--- src/rtl/spike_lif_neuron.sv ---
// Leaky integrate-and-fire neuron: weighted spike integration into a saturating
// potential, periodic linear leak, single-cycle output spike and refractory window.
module spike_lif_neuron #(
    parameter int W_POT       = 8,
    parameter int WEIGHT      = 16,
    parameter int THRESHOLD   = 64,
    parameter int LEAK_PERIOD = 16,
    parameter int LEAK_STEP   = 1,
    parameter int REFRACT     = 8
) (
    input  logic             i_clk,
    input  logic             i_rst,
    input  logic             i_spike,
    input  logic             i_enable,
    output logic             o_spike,
    output logic [W_POT-1:0] o_potential,
    output logic             o_refractory,
    output logic [15:0]      o_spike_count
);

    localparam int TW = (LEAK_PERIOD > 1) ? $clog2(LEAK_PERIOD) : 1;
    localparam int RW = (REFRACT > 1) ? $clog2(REFRACT) : 1;
    localparam int SW = W_POT + 2;

    localparam logic [TW-1:0]        TIMER_LAST = TW'(LEAK_PERIOD - 1);
    localparam logic [RW-1:0]        REFR_LOAD  = RW'(REFRACT - 1);
    localparam logic [W_POT-1:0]     THR_V      = W_POT'(THRESHOLD);
    localparam logic signed [SW-1:0] POT_MAX    = SW'((1 << W_POT) - 1);
    localparam logic signed [SW-1:0] ADD_W      = SW'(WEIGHT);
    localparam logic signed [SW-1:0] SUB_L      = SW'(LEAK_STEP);

    typedef enum logic {
        ST_INTEGRATE  = 1'b0,
        ST_REFRACTORY = 1'b1
    } state_t;

    state_t             state_q, state_d;
    logic [W_POT-1:0]   pot_q, pot_d;
    logic               spike_q, spike_d;
    logic               refr_q, refr_d;
    logic [15:0]        count_q, count_d;
    logic [TW-1:0]      timer_q, timer_d;
    logic [RW-1:0]      rcnt_q, rcnt_d;

    logic                 leak_tick_s;
    logic signed [SW-1:0] sum_s;
    logic [W_POT-1:0]     next_pot_s;

    // Leak timer and the clamped candidate potential for this cycle.
    always_comb begin
        leak_tick_s = (timer_q == TIMER_LAST);
        if (leak_tick_s) begin
            timer_d = {TW{1'b0}};
        end else begin
            timer_d = timer_q + TW'(1);
        end
        sum_s = $signed({2'b00, pot_q})
              + (i_spike ? ADD_W : SW'(0))
              - (leak_tick_s ? SUB_L : SW'(0));
        if (sum_s[SW-1]) begin
            next_pot_s = {W_POT{1'b0}};
        end else if (sum_s > POT_MAX) begin
            next_pot_s = POT_MAX[W_POT-1:0];
        end else begin
            next_pot_s = sum_s[W_POT-1:0];
        end
    end

    // State transition and next values of all registered outputs.
    always_comb begin
        state_d = state_q;
        pot_d   = pot_q;
        spike_d = 1'b0;
        refr_d  = refr_q;
        count_d = count_q;
        rcnt_d  = rcnt_q;
        case (state_q)
            ST_INTEGRATE: begin
                if (i_enable) begin
                    // Leak alone never fires: a spike must be present this cycle.
                    if (i_spike && (next_pot_s >= THR_V)) begin
                        spike_d = 1'b1;
                        pot_d   = {W_POT{1'b0}};
                        count_d = count_q + 16'd1;
                        refr_d  = 1'b1;
                        rcnt_d  = REFR_LOAD;
                        state_d = ST_REFRACTORY;
                    end else begin
                        pot_d = next_pot_s;
                    end
                end else begin
                    pot_d = pot_q;
                end
            end
            ST_REFRACTORY: begin
                pot_d = {W_POT{1'b0}};
                if (rcnt_q == {RW{1'b0}}) begin
                    refr_d  = 1'b0;
                    state_d = ST_INTEGRATE;
                end else begin
                    rcnt_d = rcnt_q - RW'(1);
                end
            end
            default: begin
                state_d = ST_INTEGRATE;
                pot_d   = {W_POT{1'b0}};
                refr_d  = 1'b0;
                rcnt_d  = {RW{1'b0}};
            end
        endcase
    end

    // State register with synchronous reset.
    always_ff @(posedge i_clk) begin
        if (i_rst) begin
            state_q <= ST_INTEGRATE;
            pot_q   <= {W_POT{1'b0}};
            spike_q <= 1'b0;
            refr_q  <= 1'b0;
            count_q <= 16'd0;
            timer_q <= {TW{1'b0}};
            rcnt_q  <= {RW{1'b0}};
        end else begin
            state_q <= state_d;
            pot_q   <= pot_d;
            spike_q <= spike_d;
            refr_q  <= refr_d;
            count_q <= count_d;
            timer_q <= timer_d;
            rcnt_q  <= rcnt_d;
        end
    end

    assign o_spike       = spike_q;
    assign o_potential   = pot_q;
    assign o_refractory  = refr_q;
    assign o_spike_count = count_q;

endmodule

--- config.mk ---
export PLATFORM = sky130hd
export DESIGN_NAME = spike_lif_neuron
export DESIGN_NICKNAME = d
export VERILOG_FILES = /design/src/rtl/spike_lif_neuron.sv
export SDC_FILE = /design/constraint.sdc
export NUM_CORES = 1
export LEC_CHECK = 0
export BUFFER_PORTS_ARGS = -buffer_cell sky130_fd_sc_hd__buf_2
export CORE_UTILIZATION = 55
export DETAILED_ROUTE_END_ITERATION = 6
export PLACE_DENSITY = 0.77
export RECOVER_POWER = 25
export SYNTH_ARGS = -nofsm -noshare
export SYNTH_HDL_FRONTEND = slang
export SYNTH_SLANG_ARGS = --single-unit
--- constraint.sdc ---
create_clock -name i_clk -period 7 [get_ports i_clk]
set_clock_uncertainty 0.1 [all_clocks]
set_input_delay 2.1 -clock i_clk [delete_from_list [all_inputs] [get_ports i_clk]]
set_output_delay 2.1 -clock i_clk [all_outputs]
set_load 0.03 [all_outputs]
==> out/qor.yml, run 1 <==
power_and_ir_drop:
  ir_drop_uv: 260
  seqPwrFrac_pct: 23.5
  p_comb_share_pct: 62.8
  p_switching_uw: 549
  pwr-share-clk_pct: 13.7
  leakagePower_nw: 0.843
  p_int_uw: 568
  sw_frac_of_total_pct: 49.2
  p_per_area_nw_per_um2: 495
critical_path:
  startpoint_type: "primary input"
  reg2reg_depth: 12
  criticalPathCategory: "in2reg"
  end_kind: "flip-flop"
  r2r-start: "timer_q[0]"
  required_ps: 7100
  cp_max_fo: 14
  cp_data_arrival_time_ps: 5130
  r2r-end: "o_spike_count[11]"
  r2r_slack_ps: 3580
logic_synthesis:
  ys_ff_latch: 34
  syn_inst: 242
  synth.distinct_cells: 42
  yosysWarnings: 0
  synth_ff_type: "dfxtp_1"
  synth_top_area_share_pct: 33.5
  yosysTopAreaCell: "dfxtp_1"
  yosysSeqAreaShare_pct: 33.5
  syn_area_um2: 2030
  async_reset_ff_share_pct: 0
  syn_nets: 262
  synth_edf_count: 0
  synthTopCellsByArea: "dfxtp_1 33%, ha_1 9.2%, a21oi_1 6.4%"
  syn-mean-instance-area_um2: 8.40
finish:
  fin_cells: 317
  multi_input_area_um2: 1210
  drive_gt1_share_pct: 12.9
  area_delta_synth_final_pct: 10.9
  antenna_cells: 0
  utilization_pct: 65.5
  fillCellCount: 321
  seqCellArea_um2: 681
  fin_nets: 290
  final_cell_mix: "34 x dfxtp_1, 26 x a21oi_1, 20 x inv_1"
  layout_commonest_cell: "dfxtp_1"
clock_tree:
  cts_resized: 0
  clkSlewWorstSetupHoldPaths_ps: 70
  root_buffer: "clkbuf_8"
  cts_sinks: 34
  cts_tree: "done"
  clockBufferDepth: 2
  cts-htree-levels: 2
  cts_setup_buffers: 0
  hold_buffers: 0
  clock_latency_ps: 280
  numCtsBuffers: 5
grt:
  grt_pass1_vias: 1684
  grt_pass1_wl_mm: 7.71
  grt_max_degree: 31
  antenna_found_initial: 0
  overflow: 0
  grt_usage_pct: 24.2
sta:
  hold_viol_final: 0
  finalCritPeriodShare_pct: 71.8
  rsz0062_at_grt: "false"
  relSlewSlack_pct: 14.5
  fin_crit_ps: 5030
  finalSetupViolations: 0
  slew_violations: 0
  holdWs_ps: 387
  fmax_mhz: 199
  fin_ws_ps: 1970
  worstMarginPinSlew_ps: 1280
  finalSetupTns_ps: 0
min_path:
  hold_path.class: "reg2reg"
  worstHoldPathCells: 2
  whs_endpoint: "o_refractory"
  hold_start: "o_refractory"
detailed_routing:
  drt_wl_total_mm: 4.33
  drtIter0Drc: 86
  routedWlPerCell_um: 13.6
  post_drt_via_cell_ratio: 5.80
  drtAntennaViolNets: 0
  drc: 0
  dr.pass1.iters: 4
  vias: 1839
floorplanning:
  coreArea_um2: 3440
  placementRows: 21
  io-pin-count: 30
  die_w_um: 62.8
  start_util_pct: 59.0
  die_h_um: 62.8
  die-area_um2: 3940
flow_run:
  maxCapViolCount: 0
placed_design:
  dpl.hpwl_mm: 3.10
  dp_cells: 309
  dp_slack_ps: 1710
  gp_congestion: 0.861
  portBuffers: 29
run_status:
  status: "finished, final reports clean"
[how the worst max path moves through the flow]
stage	from	endpoint	slack [ps]	cells past startpoint
final	i_spike	o_potential[3]	1970	11
after global routing	i_spike	o_spike_count[11]	1710	11
after CTS	i_spike	o_potential[3]	1990	11
after detailed placement	i_spike	o_potential[3]	1710	11
after global placement	i_spike	o_potential[1]	1790	11
after floorplan	i_spike	o_spike_count[11]	2110	12
[cells by family after synthesis]
| family | after synthesis | synth area share (%) |
|---|---|---|
| adder cells (fa/ha/maj) | 16 | 10.2 |
| AND/OR/NAND/NOR | 89 | 24.6 |
| flip-flops | 34 | 33.5 |
| buffers and inverters | 28 | 6.71 |
| AO/OA/AOI/OAI | 70 | 22.8 |
| XOR/XNOR | 5 | 2.16 |
[metrics by stage]
| step | instance area, µm² | total power [mW] |
|---|---|---|
| 2_1_floorplan | 2030 | 0.845 |
| 3_3_place_gp | 2170 | 0.952 |
| 3_5_place_dp | 2170 | 0.966 |
| 4_1_cts | 2270 | 1.12 |
| 5_1_grt | 2250 | 1.22 |
| 6_report | 2250 | 1.12 |
[registers in the layout (all words and copies together) (netlist names)]
name,count
o_potential,8
o_refractory,1
o_spike,1
o_spike_count,16
rcnt_q,3
state_q,1
timer_q,4
[cell usage after synthesis (3+ instances only)]
cell / n
nand2_1: 17
nand2b_1: 4
and2_1: 3
clkbuf_1: 3
or3_1: 5
inv_1: 20
a21oi_1: 26
nand4b_1: 4
o31ai_1: 7
buf_6: 4
xor2_1: 3
nor3_1: 4
nor3b_1: 3
nor2_1: 12
nand3_1: 11
ha_1: 15
nand4_1: 6
nor2b_1: 4
dfxtp_1: 34
o21ai_0: 19
and3_1: 4
or4_1: 6
[final cells by class]
class / count / share of cell area (%)
Clock buffer: 6 / 3.66
Clock inverter: 2 / 0.555
Inverter: 20 / 3.33
Multi-Input combinational cell: 180 / 53.9
Sequential cell: 34 / 30.2
Tap cell: 46 / 2.55
Timing Repair Buffer: 29 / 5.77
[layer usage]
layer / vias to the layer above / GRT usage, % / wire length (µm)
met4: 0 / 6.69 / 22
li1: 943 / - / -
met5: - / 0 / 0
met1: 849 / 32.3 / 2110
met2: 45 / 39.3 / 2000
met3: 2 / 5.29 / 187
[critical path, stage by stage]
cell	delay, ps
buf_2	170
inv_1	290
ha_1	210
inv_1	40
ha_1	380
nor2b_1	200
a2111o_1	430
a311oi_2	360
nand4_1	160
a2111o_1	570
o21ai_0	210
[power by group through the flow]
| stage | Combinational [mW] | Clock (mW) | Sequential (mW) |
|---|---|---|---|
| 6_report | 0.701 | 0.152 | 0.263 |
| 5_1_grt | 0.785 | 0.166 | 0.270 |
| 4_1_cts | 0.700 | 0.156 | 0.263 |
| 3_5_place_dp | 0.699 | 0 | 0.267 |
| 3_3_place_gp | 0.686 | 0 | 0.267 |
| 2_1_floorplan | 0.534 | 0 | 0.311 |
No activity file was read; power rests on OpenSTA's default activity.
==> run 2, diff against run 1 <==
==> constraint.sdc (replaced) <==
create_clock -name i_clk -period 4.8 [get_ports i_clk]
set_clock_uncertainty 0.1 [all_clocks]
set_input_delay 1.44 -clock i_clk [delete_from_list [all_inputs] [get_ports i_clk]]
set_output_delay 1.44 -clock i_clk [all_outputs]
set_load 0.03 [all_outputs]
==> out/qor.yml, run 2 (same netlist as run 1, synthesis figures left out) <==
run_status:
  status: "finished, final reports clean"
sta:
  fin_ws_ps: 638  # -1340 ps
  finalCritPeriodShare_pct: 86.7
  fmax_mhz: 240
  relSlewSlack_pct: 13.5  # -0.92 points
  slew_violations: 0  # unchanged
  worstMarginPinSlew_ps: 1300  # +13.8 ps
  hold_viol_final: 0  # unchanged
  fin_crit_ps: 4160
  finalSetupViolations: 0  # unchanged
  finalSetupTns_ps: 0  # unchanged
  rsz0062_at_grt: "false"
detailed_routing:
  routedWlPerCell_um: 14.0  # +2.8%
  dr.pass1.iters: 4  # unchanged
  post_drt_via_cell_ratio: 5.89  # +1.5%
  drtAntennaViolNets: 0  # unchanged
  vias: 1873  # +1.8%
  drtIter0Drc: 148  # +72%
  drt_wl_total_mm: 4.46  # +3.1%
  drc: 0  # unchanged
power_and_ir_drop:
  sw_frac_of_total_pct: 49.1  # -0.088 points
  seqPwrFrac_pct: 23.7  # +0.2 points
  p_per_area_nw_per_um2: 721  # +46%
  leakagePower_nw: 0.848  # +0.67%
  p_switching_uw: 799  # +46%
  ir_drop_uv: 371  # +42%
  p_comb_share_pct: 62.8  # about the same
  p_int_uw: 829  # +46%
  pwr-share-clk_pct: 13.5  # -0.2 points
clock_tree:
  clkSlewWorstSetupHoldPaths_ps: 70  # about the same
  root_buffer: "clkbuf_8"
  clock_latency_ps: 290  # about the same
  cts_setup_buffers: 0  # unchanged
  cts_sinks: 34  # unchanged
  cts_tree: "done"
  hold_buffers: 0  # unchanged
  numCtsBuffers: 5  # unchanged
  cts-htree-levels: 2  # unchanged
  cts_resized: 0  # unchanged
  clockBufferDepth: 2  # unchanged
finish:
  largest_register_ffs: 16  # unchanged
  antenna_cells: 0  # unchanged
  layout_commonest_cell: "dfxtp_1"
  fin_nets: 291  # +0.34%
  area_delta_synth_final_pct: 11.1
  drive_gt1_share_pct: 12.9  # -0.047 points
  final_cell_mix: "34 x dfxtp_1, 26 x a21oi_1, 20 x inv_1"
critical_path:
  critPathMaxStageDelay_ps: 510  # -60 ps
  cp_max_fo: 28  # +14
  required_ps: 4900  # -2200 ps
  end_kind: "flip-flop"
  path_delay_family: "compound AO/OA/AOI/OAI gates"
  criticalPathCategory: "in2reg"
  crit_chain: "buf_2 > inv_1 > ha_1 > inv_1 > ha_1 > nand2_1 > a2111oi_2 > o31ai_1 > a41o_4 > or4_1 > a21oi_1"
  startpoint_type: "primary input"
  crit_slowest_cell: "or4_1"
  cp_data_arrival_time_ps: 4260  # -870 ps
  worstPathBufferInverterCount: 3  # unchanged
grt:
  grt_pass1_vias: 1744  # +3.6%
  grt_max_degree: 31  # unchanged
  grt_usage_pct: 24.4  # +0.16 points
  grt_pass1_wl_mm: 7.65  # -0.71%
  overflow: 0  # unchanged
  antenna_found_initial: 0  # unchanged
floorplanning:
  coreArea_um2: 3440  # unchanged
  io-pin-count: 30  # unchanged
  placementRows: 21  # unchanged
  die-area_um2: 3940  # unchanged
  die_w_um: 62.8  # unchanged
  start_util_pct: 59.0  # unchanged
  die_h_um: 62.8  # unchanged
min_path:
  hold_path.class: "reg2reg"
placed_design:
  gp_congestion: 0.850  # -1.3%
  dp_slack_ps: 371  # -1340 ps
  dpl.hpwl_mm: 3.21  # +3.5%
  portBuffers: 29  # unchanged
flow_run:
  maxCapViolCount: 0  # unchanged
==> run 2: changes by cell type in the layout (fill, tap and decap cells not counted) <==
| cell | previous run | this run |
|---|---|---|
| buf_4 | 0 | 1 |
| clkbuf_1 | 12 | 13 |
| clkinvlp_4 | 1 | 0 |
==> run 2: worst reg2reg max path, delay by kind of cell (launching register included) <==
kind | cells | cell delay [ps]
buffers and inverters | 1 | 50
DFF | 1 | 380
adders and majority gates | 4 | 1020
AOI/OAI and AO/OA | 3 | 770
and+or+nand+nor | 4 | 1030
==> run 2: area by class of cell <==
| type | count | area [µm²] |
|---|---|---|
| multi-input combinational | 180 | 1210 |
| fill | 328 | 1180 |
| sequential | 34 | 681 |
| timing repair buffer | 30 | 138 |
| clock buffer | 7 | 86.3 |
| inverter | 20 | 75.1 |
| tap | 46 | 57.6 |
| clock inverter | 1 | 5.00 |
==> run 2: power groups by stage <==
stage | clock [mW] | sequential (mW) | combinational (mW)
2_1_floorplan | 0 | 0.453 | 0.779
6_report | 0.220 | 0.385 | 1.02
5_1_grt | 0.235 | 0.395 | 1.13
4_1_cts | 0.222 | 0.385 | 1.02
3_5_place_dp | 0 | 0.391 | 1.02
3_3_place_gp | 0 | 0.389 | 0.997
==> run 2: per-stage QoR <==
stage	hold slack, ps	power, mW	instances	util (%)	cell area, µm²
after floorplan	351	1.23	242	-	2030
after global placement	365	1.39	310	63.4	2180
after detailed placement	372	1.41	310	63.4	2180
after CTS	382	1.63	318	66.0	2270
after global routing	403	1.76	318	65.6	2260
final	381	1.63	318	65.6	2260
==> run 2: metal layers <==
metal / track usage, % / up-vias / part of all wire [%] / wire [µm]
li1: - / 946 / - / -
met1: 30.8 / 874 / 49 / 2170
met2: 40.8 / 44 / 46 / 2060
met3: 4.38 / 9 / 3.4 / 152
met4: 9.88 / 0 / 1.9 / 85
met5: 0 / - / 0 / 0
==> run 2: worst paths after layout <==
path                          start                end  slack, ps  cells after the start
setup reg to reg         timer_q[0]  o_spike_count[11]       1370                     12
hold reg to reg   o_spike_count[15]  o_spike_count[15]        380                      2
setup / recovery            i_spike  o_spike_count[11]        640                     11
hold / removal    o_spike_count[15]  o_spike_count[15]        380                      2
==> run 3, diff against run 2 <==
--- a/config.mk
+++ b/config.mk
@@ -6,6 +6,7 @@
 export NUM_CORES = 1
 export LEC_CHECK = 0
 export BUFFER_PORTS_ARGS = -buffer_cell sky130_fd_sc_hd__buf_2
+export CORE_MARGIN = 3
 export CORE_UTILIZATION = 55
 export DETAILED_ROUTE_END_ITERATION = 6
 export PLACE_DENSITY = 0.77
==> out/qor.yml, run 3 (same netlist as run 1, synthesis figures left out) <==
placed_design:
  dpl.hpwl_mm: 3.12  # -2.8%
  gp_congestion: 0.946  # +11%
  portBuffers: 29  # unchanged
clock_tree:
  cts_tree: "done"
  hold_buffers: 0  # unchanged
  clkSlewWorstSetupHoldPaths_ps: 70  # about the same
  root_buffer: "clkbuf_8"
  cts-htree-levels: 2  # unchanged
  numCtsBuffers: 5  # unchanged
  clock_latency_ps: 280  # about the same
  clockBufferDepth: 2  # unchanged
  cts_resized: 0  # unchanged
  cts_sinks: 34  # unchanged
  cts_setup_buffers: 0  # unchanged
sta:
  relSlewSlack_pct: 16.5  # +3.0 points
  finalSetupViolations: 0  # unchanged
  rsz0062_at_grt: "false"
  fmax_mhz: 241  # +0.11%
  finalSetupTns_ps: 0  # unchanged
  worstMarginPinSlew_ps: 1250  # -44.4 ps
  fin_crit_ps: 4160  # -4.43 ps
  slew_violations: 0  # unchanged
  finalCritPeriodShare_pct: 86.6  # -0.092 points
  hold_viol_final: 0  # unchanged
finish:
  layout_commonest_cell: "dfxtp_1"
  final_cell_mix: "34 x dfxtp_1, 26 x a21oi_1, 20 x inv_1"
  largest_register_ffs: 16  # unchanged
  drive_gt1_share_pct: 12.9  # unchanged
  area_delta_synth_final_pct: 11.1  # unchanged
  fin_nets: 291  # unchanged
  fillCellCount: 316  # -3.7%
  antenna_cells: 0  # unchanged
detailed_routing:
  post_drt_via_cell_ratio: 5.91  # +0.32%
  dr.pass1.iters: 4  # unchanged
  drtAntennaViolNets: 0  # unchanged
  drt_wl_total_mm: 4.33  # -3.1%
  routedWlPerCell_um: 13.6  # -3.1%
  vias: 1879  # +0.32%
  drc: 0  # unchanged
  drtIter0Drc: 190  # +28%
min_path:
  hold_path.class: "reg2reg"
power_and_ir_drop:
  p_per_area_nw_per_um2: 717  # -0.61%
  seqPwrFrac_pct: 23.9  # +0.2 points
  sw_frac_of_total_pct: 48.8  # -0.31 points
  p_switching_uw: 789  # -1.2%
  pwr-share-clk_pct: 13.4  # about the same
  p_int_uw: 829  # about the same
  total_power_mw: 1.62  # -0.61%
  ir_drop_uv: 405  # +9.2%
  leakagePower_nw: 0.848  # unchanged
  p_comb_share_pct: 62.7  # about the same
critical_path:
  worstPathBufferInverterCount: 3  # unchanged
  startpoint_type: "primary input"
  required_ps: 4890  # about the same
  end_kind: "flip-flop"
  crit_chain: "buf_2 > inv_1 > ha_1 > inv_1 > ha_1 > nand2_1 > a2111oi_2 > o31ai_1 > a41o_4 > or4_1 > a21oi_1"
  crit_slowest_cell: "or4_1"
  cp_data_arrival_time_ps: 4250  # about the same
  critPathMaxStageDelay_ps: 510  # about the same
  cp_max_fo: 28  # unchanged
  criticalPathCategory: "in2reg"
  path_delay_family: "compound AO/OA/AOI/OAI gates"
floorplanning:
  die_w_um: 66.8  # +6.4%
  die-area_um2: 4460  # +13%
  placementRows: 21  # unchanged
  coreArea_um2: 3440  # unchanged
  start_util_pct: 59.0  # unchanged
  die_h_um: 66.8  # +6.4%
  io-pin-count: 30  # unchanged
grt:
  grt_max_degree: 31  # unchanged
  grt_usage_pct: 21.4  # -3.0 points
  overflow: 0  # unchanged
  antenna_found_initial: 0  # unchanged
  grt_pass1_wl_mm: 7.50  # -2.0%
  grt_pass1_vias: 1643  # -5.8%
run_status:
  status: "finished, final reports clean"
flow_run:
  maxCapViolCount: 0  # unchanged
==> run 3: cell counts in the layout (fill, tap and decap cells not counted) <==
Identical to the previous run, type by type.
==> run 3: per-stage QoR <==
stage / setup slack (ps) / utilization, % / hold slack, ps / cell area (µm²) / cells
final: 642 / 65.6 / 383 / 2260 / 318
after floorplan: 572 / - / 351 / 2030 / 242
after detailed placement: 376 / 63.4 / 370 / 2180 / 310
after CTS: 657 / 66.0 / 380 / 2270 / 318
after global routing: 355 / 65.6 / 408 / 2260 / 318
after global placement: 443 / 63.4 / 368 / 2180 / 310
==> run 3: layout make-up <==
cell class	count	area (µm²)	share of cell area [%]
inverters	20	75.1	3.33
multi-input cells	180	1210	53.8
clock inverters	1	5.00	0.222
clock buffers	7	86.3	3.82
flip-flops and latches	34	681	30.2
repair buffers	30	138	6.10
well taps	46	57.6	2.55
==> run 3: metal layers <==
| layer | global-route usage (%) | wire [µm] | up-vias | part of all wire, % |
|---|---|---|---|---|
| met5 | 0 | 0 | - | 0 |
| met4 | 6.60 | 38 | 0 | 0.88 |
| met3 | 4.55 | 265 | 4 | 6.1 |
| met2 | 31.1 | 1920 | 61 | 44 |
| met1 | 31.2 | 2100 | 867 | 48 |
| li1 | - | - | 947 | - |
==> run 3: worst register-to-register path, delay by kind of cell (launching register included) <==
kind            cells  cell delay [ps]
compound gates      3              780
fa+ha+maj           4             1020
buf+inv             1               50
flops               1              380
simple gates        4             1040
==> run 3: final timing paths <==
path                           from           endpoint  slack, ps  cells after the start
hold reg to reg   o_spike_count[15]  o_spike_count[15]        380                      2
setup / recovery            i_spike  o_spike_count[11]        640                     11
setup reg to reg         timer_q[0]  o_spike_count[11]       1360                     12
hold / removal    o_spike_count[15]  o_spike_count[15]        380                      2
==> run 3: power groups by stage <==
stage	Combinational, mW	Sequential (mW)	Clock, mW
2_1_floorplan	0.779	0.453	0
3_3_place_gp	1.00	0.389	0
3_5_place_dp	1.01	0.392	0
4_1_cts	1.02	0.385	0.223
5_1_grt	1.15	0.394	0.233
6_report	1.02	0.386	0.217
